===== src/rtl/conv_bias_apply_stream.sv =====
// Streaming bias-add / requantise stage: Q.14 accumulator + Q1.7 bias from a
// zero-latency ROM, rounded, saturated to Q1.7, optional ReLU, one output register.
module conv_bias_apply_stream #(
    parameter int NUM_CH  = 16,
    parameter int ACC_W   = 24,
    parameter int FRAC    = 7,
    parameter int RELU_EN = 1
) (
    input  logic             clk,
    input  logic             rst,
    input  logic             ch_clr,
    input  logic             s_valid,
    output logic             s_ready,
    input  logic [ACC_W-1:0] s_data,
    output logic [15:0]      rom_row,
    output logic [15:0]      rom_col,
    input  logic [7:0]       rom_data,
    output logic             m_valid,
    input  logic             m_ready,
    output logic [7:0]       m_data,
    output logic [15:0]      m_ch,
    output logic             m_last_ch
);

    localparam int W = ACC_W + 2;
    localparam logic [15:0]         LAST_CH = 16'(NUM_CH - 1);
    localparam logic signed [W-1:0] HALF    = W'(1) << (FRAC - 1);
    localparam logic signed [W-1:0] SAT_MAX = W'(127);
    localparam logic signed [W-1:0] SAT_MIN = -W'(128);

    logic [15:0]         ch_cnt;
    logic [15:0]         ch_used;
    logic [15:0]         ch_next;
    logic                accept;
    logic signed [W-1:0] acc_ext;
    logic signed [W-1:0] bias_ext;
    logic signed [W-1:0] sum;
    logic signed [W-1:0] rnd;
    logic [7:0]          sat;
    logic [7:0]          result;

    // A clear in the same cycle as a beat redirects that beat to channel 0.
    assign ch_used = ch_clr ? '0 : ch_cnt;
    assign ch_next = (ch_used == LAST_CH) ? '0 : ch_used + 16'd1;
    assign rom_row = ch_used;
    assign rom_col = '0;

    assign s_ready = !m_valid || m_ready;
    assign accept  = s_valid && s_ready;

    always_comb begin
        acc_ext  = {{2{s_data[ACC_W-1]}}, s_data};
        bias_ext = {{(W-8){rom_data[7]}}, rom_data};
        sum      = acc_ext + (bias_ext <<< FRAC);
        // Arithmetic shift after adding half rounds ties toward +inf.
        rnd      = (sum + HALF) >>> FRAC;
        if (rnd > SAT_MAX) begin
            sat = 8'sd127;
        end else if (rnd < SAT_MIN) begin
            sat = 8'h80;
        end else begin
            sat = rnd[7:0];
        end
        if ((RELU_EN != 0) && sat[7]) begin
            result = '0;
        end else begin
            result = sat;
        end
    end

    always_ff @(posedge clk) begin
        if (rst) begin
            ch_cnt    <= '0;
            m_valid   <= 1'b0;
            m_data    <= '0;
            m_ch      <= '0;
            m_last_ch <= 1'b0;
        end else if (accept) begin
            m_valid   <= 1'b1;
            m_data    <= result;
            m_ch      <= ch_used;
            m_last_ch <= (ch_used == LAST_CH);
            ch_cnt    <= ch_next;
        end else begin
            if (m_ready) begin
                m_valid <= 1'b0;
            end
            if (ch_clr) begin
                ch_cnt <= '0;
            end
        end
    end

endmodule


===== config.mk =====
export PLATFORM = sky130hd
export DESIGN_NAME = conv_bias_apply_stream
export DESIGN_NICKNAME = d
export VERILOG_FILES = /design/src/rtl/conv_bias_apply_stream.sv
export SDC_FILE = /design/constraint.sdc
export NUM_CORES = 1
export LEC_CHECK = 0
export ABC_AREA = 1
export BUFFER_PORTS_ARGS = -buffer_cell sky130_fd_sc_hd__buf_4
export CAP_MARGIN = 20
export CORE_AREA = 3 3 88 90
export DETAILED_ROUTE_END_ITERATION = 16
export DIE_AREA = 0 0 91 93
export PLACE_DENSITY = 0.72
export SLEW_MARGIN = 20
export SYNTH_ARGS = -nofsm -noshare
export SYNTH_HDL_FRONTEND = slang
export SYNTH_SLANG_ARGS = --single-unit

===== constraint.sdc =====
create_clock -name clk -period 4.7 [get_ports clk]
set_input_delay 0.94 -clock clk [delete_from_list [all_inputs] [get_ports clk]]
set_output_delay 0.94 -clock clk [all_outputs]
set_load 0.05 [all_outputs]

### After elaboration in Yosys (flattened, before gate mapping)

Cells that the tools add are included.

* logic and storage cells: 23
* flip-flop bits (word level): 42
* output and inout bits: 59
* input bits: 37

* reductions and logical operators: 4
* equal/unequal tests: 1
* muxes and demuxes: 8
* add/sub/neg operators: 3
* magnitude comparators: 2

Operators by type and width (count)
* 2-to-1 mux 16 bit: 3
* adder 25 x 8 -> 26 bit (second input constant): 1
* adder 24 x 15 -> 25 bit: 1
* > comparator 19 x 8 -> 1 bit (second input constant): 1
* < comparator 19 x 8 -> 1 bit (second input constant): 1
* adder 16 x 1 -> 16 bit (second input constant): 1
* == test 16 x 4 -> 1 bit (second input constant): 1
* 2-to-1 mux 8 bit: 2
* 2-to-1 mux 7 bit: 1
* 2-to-1 mux 1 bit: 2
* nonzero test 2 bit: 1
* logical AND 1 bit: 1
* logical NOT 1 bit: 1
* logical OR 1 bit: 1

### Longest topological paths before layout

* depth after elaboration: 6
* depth in mapped cells: 18
* depth with buffers taken out: 18

### Least setup slack after synthesis

No wires, ideal clock.

* path type: in2reg
* start point: input ch_clr
* end point: register ch_cnt[14]
* arrival time: 3.230 ns
* stages on the path: 12
* path buffers: 1
* setup time: 0.067 ns
* data required time: 4.633 ns
* slack: 1.403 ns
* path through: buf_6 nor2_1 ha_1 nand4_4 nor2_2 nand2_1 nor3_2 nand3_2 nor2_2 nand2_1 xor2_1 nor2_1

* word-level cells in the longest chain between the ends: 4
* elaborated cells between the ends (all ways): 5
* classes of those cells: 1 x add/sub; 1 x eq/ne; 3 x mux

Ends and longest elaborated chain
* from (decl): RTL line 11 `input logic ch_clr,`
* 2-to-1 mux 16 bit *
* net rom_row[0]: RTL line 15 `output logic [15:0] rom_row,`
* adder 16 x 1 -> 16 bit or == test 16 x 4 -> 1 bit (tied branches): RTL line 44 `assign ch_next = (ch_used == LAST_CH) ? '0 : ch_used + 16'd1;`
* 2-to-1 mux 16 bit *: RTL line 44
* 2-to-1 mux 16 bit *: RTL line 78 `end else if (accept) begin`
* to (signal assigned): RTL line 83 `ch_cnt <= ch_next;`
* to (decl): RTL line 31 `logic [15:0] ch_cnt;`

Mark *: on every way through the listed nets, which the timed path passes. The rest lies on a longest branch.
A chain may end at the register's enable or synchronous reset.

### Worst setup path after layout

* start point: input m_ready
* end point: register ch_cnt[15]

* word-level cells in the longest chain between the ends: 3

Ends and longest elaborated chain
* from (decl): RTL line 19 `input logic m_ready,`
* logical OR 1 bit: RTL line 48 `assign s_ready = !m_valid || m_ready;`
* logical AND 1 bit: RTL line 49 `assign accept = s_valid && s_ready;`
* 2-to-1 mux 16 bit: RTL line 78

No other way between the ends.

==> summary.txt <==
Floorplan
  – Core area: ~0.0071 sq mm
  – I/O pin count: 96
  – Die X-Extent: 91 um
  – # rows: 31
  – Starting Density: around 46%
  – Full die area: roughly 0.0085 sq mm
  – Die Y: about 93 um

Synthesis
  – Yosys top cell by area: dfxtp_1
  – Synth top area share: approximately a quarter
  – Library cells used by synthesis: 43
  – Synth area leaders: dfxtp_1 25%, nand2_1 15%, inv_1 9.2%
  – Post-Syn Area: around 0.0033 sq mm
  – Commonest cells post-synth: 135 x nand2_1, 80 x inv_1, 71 x nor2_1
  – Seq/Total Area, Yosys: between 20% and 30%
  – Most common cell in the netlist: nand2_1
  – Async S/R FF share, synth: 0%
  – FF+latch count, synth: 41
  – Warnings, synthesis: 0
  – Ys flop type: dfxtp_1
  – Syn avg cell area: 6.31 sq um
  – Synthesized instance count: 519
  – Number of synthesized flops with an enable pin: 0

Run
  – Max-cap viol count: 0

GRT
  – Global-route met1 utilization: 22.9%
  – Gr usage total: between 15 and 20%
  – Vias in the first global route: between 2,000 and 3,000
  – Grt ovf: 0
  – First-pass GRT wire length: 12.8 mm
  – GR peak layer: met2
  – Largest net degree at the start of global routing: 31
  – Met3 Use GR: under 10%
  – Initial antenna violation count: 0
  – Met2 Track Usage GR: between 30% and 40%

Timing
  – Fmax: around 0.36 GHz
  – Fin crit share: 58.4%
  – Hold_ws: 474 ps
  – Fin Setup TNS: 0 ps
  – RSZ-0062 raised after global routing: no
  – Final Skew: between 10 and 15 ps
  – Max-slew violations: 0
  – Final Setup Violations: 0
  – Minimum clock period: between 2000 and 3000 ps
  – Worst-margin pin slew: roughly 490 ps
  – Final Hold Vio Count: 0
  – Max_slew headroom: between 60% and 70%

CTS
  – Clock latency on the worst-skew pair: approximately 300 ps
  – Clock-pin slew of the registers on the worst-case setup and hold paths: around 90 ps
  – Clock Sinks: between 40 and 50
  – Post-CTS Resized: 0
  – Htree depth: 2
  – CTS tree: done
  – Cts bufs inserted: 5
  – Max Buffers Root-to-Sink: 2
  – # hold bufs at CTS: 0
  – Clock Root Buffer: clkbuf_8
  – Setup Buffers After CTS: 0

Critical path
  – Critical path's top delay family: buffers and inverters
  – R2R Setup Slk: approximately 2400 ps
  – Crit path kind: in -> reg
  – Crit path max fanout: 30
  – WP data arrival: 2940 ps
  – Max stage delay on crit path: approximately 370 ps
  – Worst EP required: between 4000 and 5000 ps
  – Crit-path slowest cell: buf_4
  – Most frequent CP cell: inv_1
  – WP buf/inv: 5
  – Crit end category: flop
  – Crit path launch type: primary input
  – Cells along the critical path: buf_4, inv_1, a21oi_4, buf_4, inv_1, nor2_1, inv_1, nor4_1, nand3_1, xor2_1, nor2_1

Placement
  – HPWL Detailed: ~6.3 mm
  – Port bufs: 72
  – Placer Congestion: about 0.91

Run status
  – Outcome: complete, no violations

Layout
  – Layout Area Growth over Synthesis: 20.1%
  – Multi-input logic area: approximately 0.0020 sq mm
  – Fraction of final layout cells sized beyond drive strength 1: about 18%
  – Final nets: 643
  – Reg area: between 800 and 900 sq um
  – Fillers: roughly 730
  – # diodes: 0

Drt
  – Starting DRC count in detailed routing: between 90 and 100
  – Final WL: ~7.6 mm
  – TritonRoute pass-1 iters: 4
  – Remaining DRCs: 0
  – Via/cell ratio: ~4.6
  – Wire per inst: 11.1 um
  – Routed vias: ~3,200
  – Antenna viol nets, final: 0

Worst hold path
  – HP Class: reg -> reg

Power
  – Static leakage: roughly 2.1 nW
  – Power per cell area: about 260 mW/mm^2
  – Max IR drop VDD: around 0.11 mV
[worst paths after layout]
kind         startpoint  depth (start not counted)         end
min           ch_cnt[6]                          2     m_ch[6]
min reg2reg   ch_cnt[6]                          2     m_ch[6]
max             m_ready                         11  ch_cnt[15]
max reg2reg     m_valid                          9  ch_cnt[15]
[flip-flops by register name (all words and copies together), names as in the netlist]
signal and flops:
m_data 7, ch_cnt 16, m_valid 1, m_last_ch 1, m_ch 16
[worst min-delay path, cell delays in order (launching register included)]
cell and delay, ps:
dfxtp_1 310, nand2_1 70, a21oi_1 60
[report_power, final]
part           internal, mW  leakage (nW)  switching, mW
registers             0.363         0.336        0.00823
logic                 0.114          1.71          0.247
clock network         0.173        0.0574          0.125
[stage by stage]
step                      std cells  area (sq um)  utilization, %  power (mW)  worst slack, ps
after floorplan                 535          3330               -       0.666             1400
after global placement          679          3810            53.4       0.734             1720
after detailed placement        679          3810            53.4       0.741             1680
after CTS                       687          3930            55.1        1.04             1970
after global routing            687          3930            55.1        1.10             1710
final                           687          3930            55.1        1.03             1960
[cell usage in the layout, fill, tap and decap left out, types with 2 or more instances in the layout]
cell      netlist  final
nor2_2          5      5
clkbuf_8        1      6
xnor2_1         2      2
conb_1          1     17
nor3_2          2      2
nand2_1       135    135
nor2_1         71     71
ha_1           18     18
nand3b_1        6      6
nand3_1        31     31
a21oi_4         2      2
o21ai_0        17     17
nor3_1          9      9
nand4_1         5      5
o21ai_2         2      2
xor2_1         14     14
buf_4          19     73
a21oi_1        24     24
dfxtp_1        41     41
inv_1          80     80
nor4_1          3      3
nand2_2         5      5
[metal layers]
layer | share of wire, % | wire length, um
met4 | 0.34 | 26
met5 | 0 | 0
met2 | 49 | 3760
met3 | 5.0 | 384
met1 | 46 | 3480
[cell families (layout without fill, tap and decap cells)]
kind of cell | count (synthesis) | count (layout) | share of synthesized area, %
other | 1 | 17 | 0.115
xor gates and xnor gates | 17 | 17 | 4.78
AOI/OAI and AO/OA | 51 | 51 | 9.17
DFF | 41 | 41 | 25.1
and+or+nand+nor | 280 | 280 | 37.9
buffers and inverters | 110 | 163 | 15.5
adders and majority gates | 19 | 19 | 7.49
[cell type report]
type                    count  share of cell area [%]
flip-flops and latches     41                    20.9
clock inverters             2                   0.955
repair buffers             73                    13.9
multi-input cells         384                    51.0
well taps                  99                    3.15
inverters                  82                    7.96
clock buffers               6                    2.10
Power figures use the tool's default switching activity.
